==> src/rtl/led_pattern_pkg.sv <==
// Shared encodings for the LED pattern generator: pattern modes and the
// BOUNCE sweep direction.
package led_pattern_pkg;

  typedef enum logic [1:0] {
    MODE_COUNT  = 2'd0,
    MODE_ROTATE = 2'd1,
    MODE_BOUNCE = 2'd2,
    MODE_HOLD   = 2'd3
  } mode_e;

  typedef enum logic {
    DIR_LEFT  = 1'b0,
    DIR_RIGHT = 1'b1
  } dir_e;

endpackage

==> src/rtl/led_pattern_gen.sv <==
// LED pattern generator: steps an LED vector once per en tick through one of
// four patterns (binary count, rotate, bounce, hold). Mode changes are taken
// only on a tick and reload the pattern seed instead of stepping. wrap pulses
// for one cycle when a step returns the pattern to its seed.
module led_pattern_gen
  import led_pattern_pkg::*;
#(
  parameter int LED_WIDTH = 8
) (
  input  logic                 clk,
  input  logic                 reset,
  input  logic                 en,
  input  logic [1:0]           mode,
  output logic [LED_WIDTH-1:0] led,
  output logic                 wrap
);

  localparam logic [LED_WIDTH-1:0] LP_ONE = {{(LED_WIDTH-1){1'b0}}, 1'b1};
  localparam logic [LED_WIDTH-1:0] LP_TWO = LP_ONE << 1;
  localparam logic [LED_WIDTH-1:0] LP_MSB = {1'b1, {(LED_WIDTH-1){1'b0}}};
  localparam logic [LED_WIDTH-1:0] LP_ALL = '1;

  logic [LED_WIDTH-1:0] r_led;
  mode_e                r_mode_q;
  dir_e                 r_dir;
  logic                 r_wrap;

  mode_e                w_mode;
  logic                 w_reload;
  logic                 w_step;
  dir_e                 w_dir_nxt;
  logic [LED_WIDTH-1:0] w_led_nxt;
  logic                 w_wrap_nxt;

  assign w_mode   = mode_e'(mode);
  // A tick either reloads (mode changed) or applies exactly one step.
  assign w_reload = en && (w_mode != r_mode_q);
  assign w_step   = en && (w_mode == r_mode_q);

  // Direction state register; reset parks the sweep heading left.
  always_ff @(posedge clk) begin
    if (reset) r_dir <= DIR_LEFT;
    else       r_dir <= w_dir_nxt;
  end

  // Direction next state: forced LEFT on entry to BOUNCE, flips at the ends.
  always_comb begin
    w_dir_nxt = r_dir;
    if (w_reload) begin
      if (w_mode == MODE_BOUNCE) w_dir_nxt = DIR_LEFT;
    end else if (w_step && r_mode_q == MODE_BOUNCE) begin
      if (r_dir == DIR_LEFT && r_led[LED_WIDTH-1]) w_dir_nxt = DIR_RIGHT;
      if (r_dir == DIR_RIGHT && r_led[0])          w_dir_nxt = DIR_LEFT;
    end
  end

  // Step/reload mux and wrap detection for the next LED value.
  always_comb begin
    w_led_nxt  = r_led;
    w_wrap_nxt = 1'b0;
    if (w_reload) begin
      case (w_mode)
        MODE_COUNT:  w_led_nxt = '0;
        MODE_ROTATE: w_led_nxt = LP_ONE;
        MODE_BOUNCE: w_led_nxt = LP_ONE;
        default:     w_led_nxt = r_led;
      endcase
    end else if (w_step) begin
      case (r_mode_q)
        MODE_COUNT: begin
          w_led_nxt  = r_led + LP_ONE;
          w_wrap_nxt = (r_led == LP_ALL);
        end
        MODE_ROTATE: begin
          w_led_nxt  = {r_led[LED_WIDTH-2:0], r_led[LED_WIDTH-1]};
          w_wrap_nxt = (r_led == LP_MSB);
        end
        MODE_BOUNCE: begin
          if (r_dir == DIR_LEFT) begin
            w_led_nxt = r_led[LED_WIDTH-1] ? (r_led >> 1) : (r_led << 1);
          end else begin
            w_led_nxt = r_led[0] ? (r_led << 1) : (r_led >> 1);
          end
          // Period closes when the right-going sweep lands back on bit 0.
          w_wrap_nxt = (r_dir == DIR_RIGHT) && (r_led == LP_TWO);
        end
        default: w_led_nxt = r_led;
      endcase
    end
  end

  // LED, registered mode and wrap pulse; reset wins over a same-edge tick.
  always_ff @(posedge clk) begin
    if (reset) begin
      r_led    <= '0;
      r_mode_q <= MODE_COUNT;
      r_wrap   <= 1'b0;
    end else begin
      r_led  <= w_led_nxt;
      r_wrap <= w_wrap_nxt;
      if (en) r_mode_q <= w_mode;
    end
  end

  assign led  = r_led;
  assign wrap = r_wrap;

endmodule

==> config.mk <==
export PLATFORM = sky130hd
export DESIGN_NAME = led_pattern_gen
export DESIGN_NICKNAME = d
export VERILOG_FILES = /design/src/rtl/led_pattern_pkg.sv /design/src/rtl/led_pattern_gen.sv
export SDC_FILE = /design/constraint.sdc
export NUM_CORES = 1
export LEC_CHECK = 0
export ABC_AREA = 1
export BUFFER_PORTS_ARGS = -buffer_cell sky130_fd_sc_hd__buf_2
export CORE_ASPECT_RATIO = 0.5
export CORE_UTILIZATION = 40
export DETAILED_ROUTE_END_ITERATION = 10
export GPL_TIMING_DRIVEN = 1
export PLACE_DENSITY = 0.57
export SLEW_MARGIN = 15
export SYNTH_ARGS = -nofsm -noshare
export SYNTH_HDL_FRONTEND = slang
export SYNTH_SLANG_ARGS = --single-unit
==> constraint.sdc <==
create_clock -name clk -period 2.04 [get_ports clk]
set_clock_uncertainty 0.2 [all_clocks]
set_input_delay 0.204 -clock clk [delete_from_list [all_inputs] [get_ports clk]]
set_output_delay 0.204 -clock clk [all_outputs]
set_load 0.05 [all_outputs]
==> impl_metrics.toml, run 1 <==
[grt]
gr-total-overflow = 0
grt_pass1_wl_mm = 5.84
antenna_found_initial = 0
grt_pass1_vias = 1219
track_usage = 0.212
grt_max_degree = 13

[clocking]
cts_tree = "yes"
cts_buffers = 3
clk_path_buf_depth = 2
htreeDepth = 1
clock_latency_ps = 240
cts_hold_buf = 0
clkSinkCount = 12
clk_pin_slew_worst_paths_ps = 60
root_buffer = "clkbuf_8"

[timing]
grt_setup_unrepaired = "false"
maxSlewHeadroom = 0.728
timing.setup.tns_ps = 0
holdWs_ps = 39.4
fmax_ghz = 0.516
setup_ws_ps = 100
period_share = 0.951
period_needed_ps = 1940
finalHoldViolCount = 0
worst_pin_slew_ps = 408
drv_slew = 0
setup_viol = 0

[critical_path]
cp-end-kind = "register"
cp_slowest_cell = "dfxtp_2"
critPathKind = "register to register"
arrival_ps = 1890
crit_chain = "inv_2 -> ha_1 -> ha_1 -> nand2_1 -> o21ai_0 -> nand3_1 -> nor3_1"
critPathMostFrequentCell = "ha_1"
path_max_fanout = 8
startpoint_type = "register"
slowest_delay_ps = 380
cp.required_ps = 2000

[placed_design]
gp_congestion = 0.867
io_buffers = 13
place_ws_ps = 7.57
dp_hpwl_mm = 2.64

[route]
dr_wl_met3_um = 127
dr_total_vias = 1313
drtIter0Drc = 66
wl_per_cell_um = 12.9
drc = 0
drt-met1-wl_mm = 1.85
dr.pass1.iters = 4
via_per_inst = 5.03
drtAntennaViolNets = 0
drt-total-wl_mm = 3.36
top_layer_used = "met4"
dr_wl_met2_mm = 1.38

[synth]
ys_warn_count = 0
synth_most_common_cell = "nand2_1"
synthCells = 205
synthArstFlopShare = 0
netlist-cell-type-count = 29
synth_common_cells = "nand2_1, nor2_1, inv_1, nand3_1, dfxtp_1"
synth_top_cell_area_share = 0.182
synth_nets = 221
yosys.area.top_type = "dfxtp_1"
avgSynthCellArea_sq_um = 6.43
ys.flop_type = "dfxtp_1"
synth_edf_count = 0
synth_area_leaders = "dfxtp_1, nand2_1, ha_1"
syn_area_sq_um = 1320
synth-seq-cells = 12
seq_area_frac_synth = 0.182

[die]
core_area_sq_um = 3070
initial_utilization = 0.430
rows = 14
dieArea_sq_um = 3540
die_w_um = 83.2
io_pins = 14
die_h_um = 42.6

[outcome]
status = "finished, final reports clean"

[final_layout]
antenna_cells = 0
nNetsFinal = 239
utilization = 0.482
syn_to_final_growth_pct = 12.1
drive_above_1_share = 0.222

[run]
drv_cap = 0

[pwr]
pwr_density_cell_nw_per_um2 = 611
ir_drop_mv = 0.283
power.leakage_nw = 0.697

[min_path]
worst_hold_path_type = "input pin to register"
[worst paths after layout]
path	startpoint	endpoint	slack [ps]	cells after the start
hold reg to reg	r_dir$_SDFFE_PP0P_	r_dir$_SDFFE_PP0P_	390	2
setup reg to reg	r_mode_q[1]$_SDFFE_PP0P_	wrap$_SDFF_PP0_	100	7
setup / recovery	r_mode_q[1]$_SDFFE_PP0P_	wrap$_SDFF_PP0_	100	7
hold / removal	reset	led[3]$_SDFFE_PP0P_	40	2
[state kept, by name, summed over array words and instances, names as in the netlist]
| signal | count |
|---|---|
| led | 8 |
| r_dir | 1 |
| wrap | 1 |
| r_mode_q | 2 |
[layout by cell type, fill, tap and decap left out, drive strengths merged]
cell    synthesis  final
nand3          16     16
nand4           2      2
a22oi           1      1
o21a            1      1
nor2           22     22
nor4            1      1
a31oi           2      2
a21oi          10     10
o211ai          3      3
nor3            3      3
o21ai          15     15
dfxtp          12     12
buf             5     19
clkbuf          1      3
inv            26     26
nand2          73     73
o21bai          1      1
ha             11     11
[routing by layer]
layer | track usage | vias up
met1 | 0.298 | 584
met3 | 0.0531 | 2
met2 | 0.318 | 30
met5 | 0 | -
met4 | 0.0655 | 0
li1 | - | 697
[worst max-delay path: cells and delay by family, from the launching register on]
| kind | cells | cell delay, ps |
|---|---|---|
| fa+ha+maj | 2 | 620 |
| flops | 1 | 380 |
| simple gates | 3 | 400 |
| buf+inv | 1 | 90 |
| compound gates | 1 | 160 |
[metrics by stage]
step	instances	total power [mW]	instance area (sq um)
floorplan	205	0.587	1320
global placement	258	0.677	1430
detailed placement	258	0.679	1430
CTS	261	0.912	1480
global route	261	0.968	1480
finish	261	0.902	1480
[kinds of logic after synthesis]
| family | after synthesis | synth area share |
|---|---|---|
| buffers and inverters | 32 | 0.113 |
| AOI/OAI and AO/OA | 33 | 0.144 |
| DFF | 12 | 0.182 |
| adders and majority gates | 11 | 0.104 |
| and+or+nand+nor | 117 | 0.456 |
[layout make-up]
type,instances,area [sq um]
repair buffers,19,110
flip-flops and latches,12,241
inverters,26,105
fillers,328,1590
well taps,40,50.0
multi-input cells,161,928
clock buffers,3,41.3
[what timing repair did]
| action | 4_1_cts | 5_1_grt |
|---|---|---|
| endpoints found under the setup margin | 1 | 0 |
| buffers inserted | 0 | 0 |
| resized for setup | 1 | 0 |
[report_power, final]
part	switching (mW)	leakage, nW	internal, mW
sequential	0.0331	0.0987	0.254
clock	0.0956	0.0216	0.131
combinational	0.264	0.577	0.125
No activity file was read; power rests on OpenSTA's default activity.
==> run 2: changes to the inputs <==
--- a/config.mk
+++ b/config.mk
@@ -6,7 +6,7 @@
 export NUM_CORES = 1
 export LEC_CHECK = 0
 export ABC_AREA = 1
-export BUFFER_PORTS_ARGS = -buffer_cell sky130_fd_sc_hd__buf_2
+export BUFFER_PORTS_ARGS = -buffer_cell sky130_fd_sc_hd__clkbuf_2
 export CORE_ASPECT_RATIO = 0.5
 export CORE_UTILIZATION = 40
 export DETAILED_ROUTE_END_ITERATION = 10
==> run 2 against run 1 <==
Worst setup slack better by 1.4 ps; sequential share of layout area stayed put; hold slack better by 0.92 ps; count of clock-buffer cells in the layout unchanged; cell area unchanged; largest cell class unchanged.
==> impl_metrics.toml, run 2 (same netlist as run 1, synthesis figures left out) <==
[outcome]
status = "finished, final reports clean"

[timing]
fmax_ghz = 0.516
period_share = 0.950
finalHoldViolCount = 0
worst_pin_slew_ps = 389
period_needed_ps = 1940
maxSlewHeadroom = 0.740
setup_viol = 0
timing.setup.tns_ps = 0
setup_ws_ps = 102
drv_slew = 0
holdWs_ps = 40.4
grt_setup_unrepaired = "false"

[pwr]
swShare = 0.434
power.switching_uw = 390
pwr_density_cell_nw_per_um2 = 609
ir_drop_mv = 0.245
pwr-share-clk = 0.251
p_int_uw = 509
power.leakage_nw = 0.692
pwr-share-comb = 0.429
p_seq_frac = 0.320

[critical_path]
cp-end-kind = "register"
worstReg2RegStart = "r_mode_q[1]$_SDFFE_PP0P_"
cp.required_ps = 2000
startpoint_type = "register"
crit_path_start = "r_mode_q[1]$_SDFFE_PP0P_"
path_max_fanout = 8
arrival_ps = 1900
critPathKind = "register to register"

[die]
die_w_um = 83.2
rows = 14
io_pins = 14
dieArea_sq_um = 3540
die_h_um = 42.6
core_area_sq_um = 3070
initial_utilization = 0.430

[clocking]
root_buffer = "clkbuf_8"
clk_pin_slew_worst_paths_ps = 50
clkSinkCount = 12
clock_latency_ps = 250
htreeDepth = 1
cts_setup_buffers = 0
cts_tree = "yes"
clk_path_buf_depth = 2
cts_buffers = 3

[placed_design]
io_buffers = 13
gp_congestion = 0.862
dp_hpwl_mm = 2.65
place_ws_ps = 15.8
placed_area_sq_um = 1430

[final_layout]
nNetsFinal = 239
largest_register_ffs = 8
layout.area.seq_sq_um = 241
drive_above_1_share = 0.222
syn_to_final_growth_pct = 12.1
layout_commonest_cell = "nand2_1"
multiInputGateArea_sq_um = 928
fillers = 326
antenna_cells = 0
final_cell_mix = "nand2_1, nor2_1, inv_1"
fin_area_sq_um = 1480

[route]
dr_wl_met2_mm = 1.37
drt-met1-wl_mm = 1.82
dr_total_vias = 1279
drc = 0
via_per_inst = 4.90
wl_per_cell_um = 12.8
drtIter0Drc = 39
top_layer_used = "met4"
dr.pass1.iters = 4
drt-total-wl_mm = 3.33
drtAntennaViolNets = 0
dr_wl_met3_um = 120

[grt]
grt_pass1_vias = 1176
gr-total-overflow = 0
grt_pass1_wl_mm = 5.67
antenna_found_initial = 0
track_usage = 0.208
grt_max_degree = 13

[min_path]
worst_hold_path_type = "input pin to register"
holdCritStartpoint = "reset"

[run]
drv_cap = 0
-- run 2: critical path: stages, from the launching register on --
cell and delay [ps]:
dfxtp_2 390, inv_2 80, ha_1 300, ha_1 320, nand2_1 70, o21ai_0 160, nand3_1 100, nor3_1 220
-- run 2: final timing paths --
kind                                             to  slack (ps)  depth (start not counted)
worst max-delay path                wrap$_SDFF_PP0_         100                          7
worst min-delay path            led[3]$_SDFFE_PP0P_          40                          2
worst max register to register      wrap$_SDFF_PP0_         100                          7
worst min register to register   r_dir$_SDFFE_PP0P_         380                          2
-- run 2: power by group through the flow --
| stage | Combinational (mW) | Sequential [mW] | Clock [mW] |
|---|---|---|---|
| after CTS | 0.387 | 0.287 | 0.238 |
| after detailed placement | 0.386 | 0.292 | 0 |
| after floorplan | 0.251 | 0.337 | 0 |
| after global routing | 0.428 | 0.291 | 0.244 |
| final | 0.386 | 0.288 | 0.226 |
| after global placement | 0.385 | 0.291 | 0 |
-- run 2: stage by stage --
stage          utilization  power, mW  instances
4_1_cts              0.482      0.912        261
5_1_grt              0.482      0.964        261
3_5_place_dp         0.468      0.678        258
6_report             0.482      0.900        261
3_3_place_gp         0.468      0.677        258
2_1_floorplan            -      0.587        205
-- run 2: area by class of cell --
type | count | area share
Multi-Input combinational cell | 161 | 0.629
Sequential cell | 12 | 0.164
Timing Repair Buffer | 19 | 0.0746
Inverter | 26 | 0.0712
Tap cell | 40 | 0.0339
Clock buffer | 3 | 0.0280
-- run 2: layer usage --
metal | GRT usage | vias to the layer above
met5 | 0 | -
met4 | 0.0517 | 0
met3 | 0.0472 | 5
met2 | 0.323 | 20
met1 | 0.291 | 564
li1 | - | 690
-- run 2: what timing repair did --
action	CTS	global route
hold buffers	0	0
gates resized for setup	1	0
setup endpoints to repair	1	0
==> run 3: changes to the inputs <==
--- a/config.mk
+++ b/config.mk
@@ -10,7 +10,7 @@
 export CORE_ASPECT_RATIO = 0.5
 export CORE_UTILIZATION = 40
 export DETAILED_ROUTE_END_ITERATION = 10
-export GPL_TIMING_DRIVEN = 1
+export GPL_TIMING_DRIVEN = 0
 export PLACE_DENSITY = 0.57
 export SLEW_MARGIN = 15
 export SYNTH_ARGS = -nofsm -noshare
==> constraint.sdc (replaced) <==
create_clock -name clk -period 2.3 [get_ports clk]
set_clock_uncertainty 0.2 [all_clocks]
set_input_delay 0.23 -clock clk [delete_from_list [all_inputs] [get_ports clk]]
set_output_delay 0.23 -clock clk [all_outputs]
set_load 0.05 [all_outputs]
==> run 3 against run 2 <==
Hold slack better by 30 ps; die area unchanged; sequential cell count unchanged; routed wire length up 0.36%; worst setup slack better by 130 ps; core utilization down 0.24 points; non-clock buffer count down 1; power down 12%; critical endpoint unchanged.
==> impl_metrics.toml, run 3 (same netlist as run 1, synthesis figures left out) <==
[outcome]
status = "finished, final reports clean"

[grt]
grt_max_degree = 11
grt_pass1_vias = 1151
gr-total-overflow = 0
grt_pass1_wl_mm = 5.69
track_usage = 0.207
antenna_found_initial = 0

[final_layout]
fillers = 328
final_cells = 260
multiInputGateArea_sq_um = 928
layout.area.seq_sq_um = 240
syn_to_final_growth_pct = 11.5
nNetsFinal = 238
drive_above_1_share = 0.214
antenna_cells = 0
final_cell_mix = "nand2_1, nor2_1, inv_1"
layout_commonest_cell = "nand2_1"
largest_register_ffs = 8

[timing]
setup_ws_ps = 236
maxSlewHeadroom = 0.754
period_share = 0.897
grt_setup_unrepaired = "false"
fmax_ghz = 0.485
holdWs_ps = 70.5
period_needed_ps = 2060
worst_pin_slew_ps = 370
setup_viol = 0
timing.setup.tns_ps = 0
drv_slew = 0
finalHoldViolCount = 0

[pwr]
swShare = 0.435
p_seq_frac = 0.320
ir_drop_mv = 0.203
p_int_uw = 448
pwr-share-comb = 0.429
pwr-share-clk = 0.252
power.switching_uw = 346
pwr_density_cell_nw_per_um2 = 540
power.leakage_nw = 0.688

[placed_design]
gp_congestion = 0.869
io_buffers = 12
place_ws_ps = 259
dp.cells = 257
dp_hpwl_mm = 2.60

[route]
wl_per_cell_um = 12.9
drtIter0Drc = 91
drt-total-wl_mm = 3.34
drtAntennaViolNets = 0
dr.pass1.iters = 4
dr_total_vias = 1296
drc = 0
via_per_inst = 4.98

[run]
drv_cap = 0

[critical_path]
cpLargestDelayFamily = "adder cells"
path_max_fanout = 8
slowest_delay_ps = 430
startpoint_type = "register"
cp_slowest_cell = "dfxtp_1"
crit_chain = "inv_2 -> ha_1 -> ha_1 -> nand2_1 -> o21ai_0 -> nand3_1 -> nor3_1"
cp_num_buf_inv = 1
critPathMostFrequentCell = "ha_1"
critPathKind = "register to register"
cp.required_ps = 2250
cp-end-kind = "register"
arrival_ps = 2020

[clocking]
cts_buffers = 3
cts_resized = 0
htreeDepth = 1
clk_pin_slew_worst_paths_ps = 60
cts_tree = "yes"
clkSinkCount = 12
clock_latency_ps = 240
clk_path_buf_depth = 2
cts_setup_buffers = 0
root_buffer = "clkbuf_8"
cts_hold_buf = 0

[die]
initial_utilization = 0.430
io_pins = 14
core_area_sq_um = 3070
die_w_um = 83.2
die_h_um = 42.6
dieArea_sq_um = 3540
rows = 14

[min_path]
worst_hold_path_type = "input pin to register"
## run 3: area by class of cell
cell class              instances  area share
multi-input cells             161       0.632
flip-flops and latches         12       0.164
inverters                      26      0.0716
repair buffers                 12      0.0409
well taps                      40      0.0341
plain buffers                   6      0.0298
clock buffers                   3      0.0281
## run 3: metrics by stage
step	util	instance area (sq um)	power [mW]
floorplan	-	1320	0.521
global placement	0.466	1430	0.596
detailed placement	0.466	1430	0.597
CTS	0.479	1470	0.803
global route	0.479	1470	0.853
finish	0.479	1470	0.794
## run 3: worst paths after layout
path              depth (start not counted)                     start  slack, ps                        to
setup / recovery                          7  r_mode_q[1]$_SDFFE_PP0P_        240           wrap$_SDFF_PP0_
setup reg to reg                          7  r_mode_q[1]$_SDFFE_PP0P_        240           wrap$_SDFF_PP0_
hold / removal                            3                   mode[0]         70  r_mode_q[0]$_SDFFE_PP0P_
hold reg to reg                           2        r_dir$_SDFFE_PP0P_        400        r_dir$_SDFFE_PP0P_
## run 3: power by group through the flow
stage | sequential, mW | clock [mW] | combinational [mW]
2_1_floorplan | 0.299 | 0 | 0.222
3_3_place_gp | 0.258 | 0 | 0.337
3_5_place_dp | 0.258 | 0 | 0.338
4_1_cts | 0.254 | 0.209 | 0.340
5_1_grt | 0.258 | 0.218 | 0.377
6_report | 0.254 | 0.200 | 0.340
## run 3: routing by layer
metal  vias up  track usage  routed length [um]
met5         -            0                   0
met2        31        0.316                1370
met4         0       0.0414                  20
li1        697            -                   -
met3         2       0.0413                 205
met1       566        0.302                1750
## run 3: worst register-to-register path, cell delays in order (launching register included)
cell and delay, ps:
dfxtp_1 430, inv_2 100, ha_1 330, ha_1 340
nand2_1 80, o21ai_0 170, nand3_1 110, nor3_1 210
